<file path="config.mk">
export PLATFORM = sky130hd
export DESIGN_NAME = mem_port_arbiter
export DESIGN_NICKNAME = d
export VERILOG_FILES = /design/src/rtl/mem_port_arbiter.sv
export SDC_FILE = /design/constraint.sdc
export NUM_CORES = 1
export LEC_CHECK = 0
export CAP_MARGIN = 10
export CORE_AREA = 2 2 194 196
export DETAILED_ROUTE_END_ITERATION = 7
export DIE_AREA = 0 0 196 198
export PLACE_DENSITY = 0.66
export SKIP_CTS_REPAIR_TIMING = 1
export SYNTH_ARGS = -nofsm -noshare
export SYNTH_HDL_FRONTEND = slang
export SYNTH_SLANG_ARGS = --single-unit
</file>
<file path="constraint.sdc">
create_clock -name CLK -period 1.9 [get_ports CLK]
set_clock_uncertainty 0.15 [all_clocks]
set_input_delay 0.38 -clock CLK [delete_from_list [all_inputs] [get_ports CLK]]
set_output_delay 0.38 -clock CLK [all_outputs]
set_load 0.01 [all_outputs]
</file>
<file path="src/rtl/mem_port_arbiter.sv">
// Arbitrates one single-port 64-bit memory between instruction fetch (IF) and data (D).
// Define MEM_ARB_RR_EN for round-robin arbitration; the default is fixed D priority.
module mem_port_arbiter #(
  parameter int MEM_LAT = 1,
  parameter int AW      = 64
) (
  input  logic          CLK,
  input  logic          RST,
  input  logic          if_req,
  input  logic [AW-1:0] if_addr,
  output logic          if_gnt,
  output logic          if_rvalid,
  output logic [31:0]   if_rdata,
  input  logic          d_req,
  input  logic          d_we,
  input  logic [AW-1:0] d_addr,
  input  logic [63:0]   d_wdata,
  output logic          d_gnt,
  output logic          d_rvalid,
  output logic          d_err,
  output logic [63:0]   d_rdata,
  output logic [AW-1:0] mem_addr,
  output logic [63:0]   mem_wdata,
  output logic          mem_wr,
  input  logic [63:0]   mem_rdata,
  output logic          busy
);

  typedef enum logic [1:0] {IDLE, LAUNCH, WAIT, RESP} state_t;

  localparam logic [2:0] LAT_M1 = 3'(MEM_LAT - 1);

  state_t      state, state_nxt;
  logic        owner;
  logic        err_flag;
  logic        store_flag;
  logic        word_sel;
  logic [2:0]  cnt;
  logic [31:0] if_rdata_q;
  logic [63:0] d_rdata_q;
  logic        win_d;
  logic        d_misaligned;
  logic        resp_ok;

  assign d_misaligned = (d_addr[2:0] != 3'b000);

`ifdef MEM_ARB_RR_EN
  // rr_ptr = 0 prefers D, 1 prefers IF; it only moves when both ports compete.
  logic rr_ptr;

  always_comb begin
    win_d = d_req && (!if_req || !rr_ptr);
  end

  always_ff @(posedge CLK) begin
    if (RST)
      rr_ptr <= 1'b0;
    else if (state == IDLE && if_req && d_req)
      rr_ptr <= ~rr_ptr;
  end
`else
  assign win_d = d_req;
`endif

  always_comb begin
    state_nxt = state;
    if_gnt    = 1'b0;
    d_gnt     = 1'b0;
    case (state)
      IDLE: begin
        if (!RST && (if_req || d_req)) begin
          if (win_d) d_gnt = 1'b1;
          else       if_gnt = 1'b1;
          state_nxt = (win_d && d_misaligned) ? RESP : LAUNCH;
        end
      end
      LAUNCH:  state_nxt = (LAT_M1 == 3'd0) ? RESP : WAIT;
      WAIT:    if (cnt <= 3'd1) state_nxt = RESP;
      RESP:    state_nxt = IDLE;
      default: state_nxt = IDLE;
    endcase
  end

  always_ff @(posedge CLK) begin
    if (RST) begin
      state      <= IDLE;
      owner      <= 1'b0;
      err_flag   <= 1'b0;
      store_flag <= 1'b0;
      word_sel   <= 1'b0;
      cnt        <= 3'd0;
      mem_addr   <= '0;
      mem_wdata  <= '0;
      mem_wr     <= 1'b0;
      if_rdata_q <= '0;
      d_rdata_q  <= '0;
    end else begin
      state  <= state_nxt;
      mem_wr <= 1'b0;
      case (state)
        IDLE: begin
          if (if_gnt || d_gnt) begin
            owner      <= d_gnt;
            err_flag   <= d_gnt && d_misaligned;
            store_flag <= d_gnt && d_we;
            word_sel   <= if_addr[2];
            if (if_gnt) begin
              mem_addr <= if_addr;
            end else if (!d_misaligned) begin
              mem_addr <= d_addr;
              if (d_we) begin
                mem_wdata <= d_wdata;
                mem_wr    <= 1'b1;
              end
            end
          end
        end
        LAUNCH: cnt <= LAT_M1;
        WAIT:   cnt <= cnt - 3'd1;
        RESP: begin
          if (!owner)
            if_rdata_q <= word_sel ? mem_rdata[63:32] : mem_rdata[31:0];
          else if (!err_flag && !store_flag)
            d_rdata_q <= mem_rdata;
        end
        default: ;
      endcase
    end
  end

  // Response data is forwarded in the RESP cycle so it is valid alongside rvalid.
  assign resp_ok   = (state == RESP) && !RST;
  assign if_rvalid = resp_ok && !owner;
  assign d_rvalid  = resp_ok && owner;
  assign d_err     = d_rvalid && err_flag;
  assign if_rdata  = if_rvalid ? (word_sel ? mem_rdata[63:32] : mem_rdata[31:0]) : if_rdata_q;
  assign d_rdata   = (d_rvalid && !err_flag && !store_flag) ? mem_rdata : d_rdata_q;
  assign busy      = (state != IDLE);

endmodule

</file>
==> results.ini <==
[run_status]
outcome=complete, but fails checks
violations=setup timing

[timing]
drv_slew=0
tightestPinTransition_ps=997.6
rsz0062_at_grt=yes
max_slew_margin_pct=33.49
fmax_ghz=0.3563
fin_crit_sh_pct=147.7
fin_ws_ps=-907.0
hold_viol_final=0
setup_viol=377
period_needed_ps=2807

[global_route]
grtUsageMet3_pct=6.728
grt_pass1_vias=10869
antenna_found_initial=0
grt_pass1_wl_um=60540
global_route.usage.met2_pct=32.75
grt_overflow=0
track_usage_pct=19.50
met1_usage_pct=23.33
grt_max_degree=76
top_usage_layer=met2

[worst_setup_path]
rrSetupSlack_ps=-290
end_kind=output pin
worstPathRequired_ps=1370
cp-start-kind=flop
crit_type=reg2out
cp_max_fo=5
crit_arrival_ps=2280

[final_layout]
nFillCells=3060
fin_cells=2209
nets=1981
drive_gt1_share_pct=37.95
syn2layout_area_growth_pct=92.43
regArea_sq_um=4688
multiInputGateArea_sq_um=6497

[synth]
avgSynthCellArea_sq_um=10.14
synthArstFlopShare_pct=0
ys_seq_area_share_pct=44.06
syn-cell-area_sq_um=10630
ys_ff_latch=234
ys.flop_type=dfxtp_1
netlist-cell-type-count=46
synth_edf_count=0
syn_nets=1315
synthCells=1048
ys_warn_count=0

[clock_tree]
insertion_delay_ps=550
cts.clk_slew.worst_paths_ps=60
cts_tree=yes
clockRootBuffer=clkbuf_16
htree_levels=1
cts_buffer_depth=3
cts_buffers=28
cts_sinks=234

[floorplan]
initial_utilization_pct=28.77
die_x_um=196
core-area_sq_um=36960
dieHeight_um=198
std_cell_rows=71
pin_count=492
dieArea_sq_um=38810

[power_and_ir_drop]
power_density_nw_per_um2=764.5
leakage_nw=8.228
vdd_drop_max_mv=0.6560

[placed_design]
dpl_worst_slack_ps=-744.0
place_congestion=0.8868
dp_hpwl_um=28710
dp_cells=2064
io_buffers=491

[drt]
first_pass_iters=5
antenna_left=0
routed_wl_um=45860
wl_per_cell_um=20.76
drc=0
vias_per_cell=5.149
detail_route.iter0.violations=474
num_vias=11375

[hold_path]
hold_path.class=in2reg

[flow_run]
drv_cap=0

## final timing paths
kind / from / to / cells past startpoint
max reg2reg: state[1] / mem_addr[35] / 11
max: state[1] / d_rdata[3] / 8
min: d_wdata[13] / mem_wdata[13] / 3
min reg2reg: if_rdata_q[13] / if_rdata_q[13] / 1
## synth_stat cells (2+ instances only)
cell,number,area (sq um)
dfxtp_1,234,4684
mux2i_1,94,940.9
a21oi_1,71,355.3
nand3_1,67,335.3
a21o_1,64,480.5
a22o_1,64,560.5
mux2_1,64,720.7
a31oi_1,61,381.6
clkbuf_1,53,198.9
a211oi_2,46,575.6
o21ai_1,44,220.2
nor2_1,38,142.6
o21ai_0,22,110.1
buf_2,18,90.09
buf_4,18,135.1
buf_1,16,60.06
a211oi_1,15,112.6
inv_1,8,30.03
ha_1,6,75.07
buf_12,4,80.08
nand2_1,4,15.01
a32o_1,3,30.03
a32oi_1,3,26.28
and2_1,3,18.77
a31o_1,2,17.52
and3_1,2,12.51
buf_6,2,22.52
nand4b_1,2,17.52
nor2b_1,2,12.51
or3_1,2,12.51
## worst max-delay path, stage by stage, from the launching register on
cell and delay [ps]:
dfxtp_2 340, ha_4 160, and3b_2 230, and2_4 170
buf_12 130, buf_8 120, clkbuf_16 150, mux2_4 310
buf_6 130
## cell families after synthesis
group	share of synthesized area (%)
adder cells (fa/ha/maj)	0.7061
multiplexers	15.73
buffers and inverters	5.979
AO/OA/AOI/OAI	27.46
flip-flops	44.06
AND/OR/NAND/NOR	6.061
## stage by stage
step	total power [W]	TNS, ps	util (%)	hold slack, ps	instance area (sq um)
after floorplan	0.007138	-10260	-	276.7	10760
after global placement	0.009185	-115090	46.38	282.5	17140
after detailed placement	0.009236	-118690	46.38	289.2	17140
after CTS	0.01492	-158780	49.02	209.1	18120
after global routing	0.01621	-131050	55.35	221.7	20460
final	0.01564	-106670	55.36	237.8	20460
## power breakdown
group	leakage, nW	switching (W)	internal (W)	total (W)
Combinational	5.84	0.00208	0.00250	0.00458
Clock	0.488	0.00220	0.00347	0.00567
Sequential	1.90	0.000179	0.00521	0.00539
Total	8.23	0.00446	0.0112	0.0156
## registers in the layout, summed over array words and instances (netlist names)
| name | cells |
|---|---|
| cnt | 3 |
| d_rdata_q | 64 |
| err_flag | 1 |
| if_rdata_q | 32 |
| mem_addr | 64 |
| mem_wdata | 64 |
| mem_wr | 1 |
| owner | 1 |
| state | 2 |
| store_flag | 1 |
| word_sel | 1 |
## placed cells by master (no fill, tap or decap), types with 11 or more instances in the layout
cell type	n
clkdlybuf4s50_1	386
dfxtp_1	231
buf_4	160
buf_6	103
a21o_1	64
a22o_1	64
mux2i_1	57
a31oi_1	55
a21oi_1	52
mux2_4	51
a211oi_2	48
nand3_1	45
clkbuf_16	44
o21ai_1	43
buf_12	35
mux2i_4	30
nor2_4	26
o21ai_0	22
a21oi_2	19
buf_2	19
clkbuf_2	16
mux2_2	14
a211oi_1	13
nand3_2	12
clkbuf_8	11
## final cells by class
type	count	share of cell area [%]
Inverter	9	0.1896
Multi-Input combinational cell	694	31.76
Sequential cell	234	22.92
Timing Repair Buffer	747	37.45
Clock buffer	43	4.342
Antenna cell	1	0.01223
Clock inverter	7	0.4342
Tap cell	474	2.899
## per-layer routing
layer	wire length (um)	share of wire (%)
met3	3693	8.1
met5	0	0
met1	18280	40
met2	22660	49
met4	1224	2.7
Power figures use the tool's default switching activity.
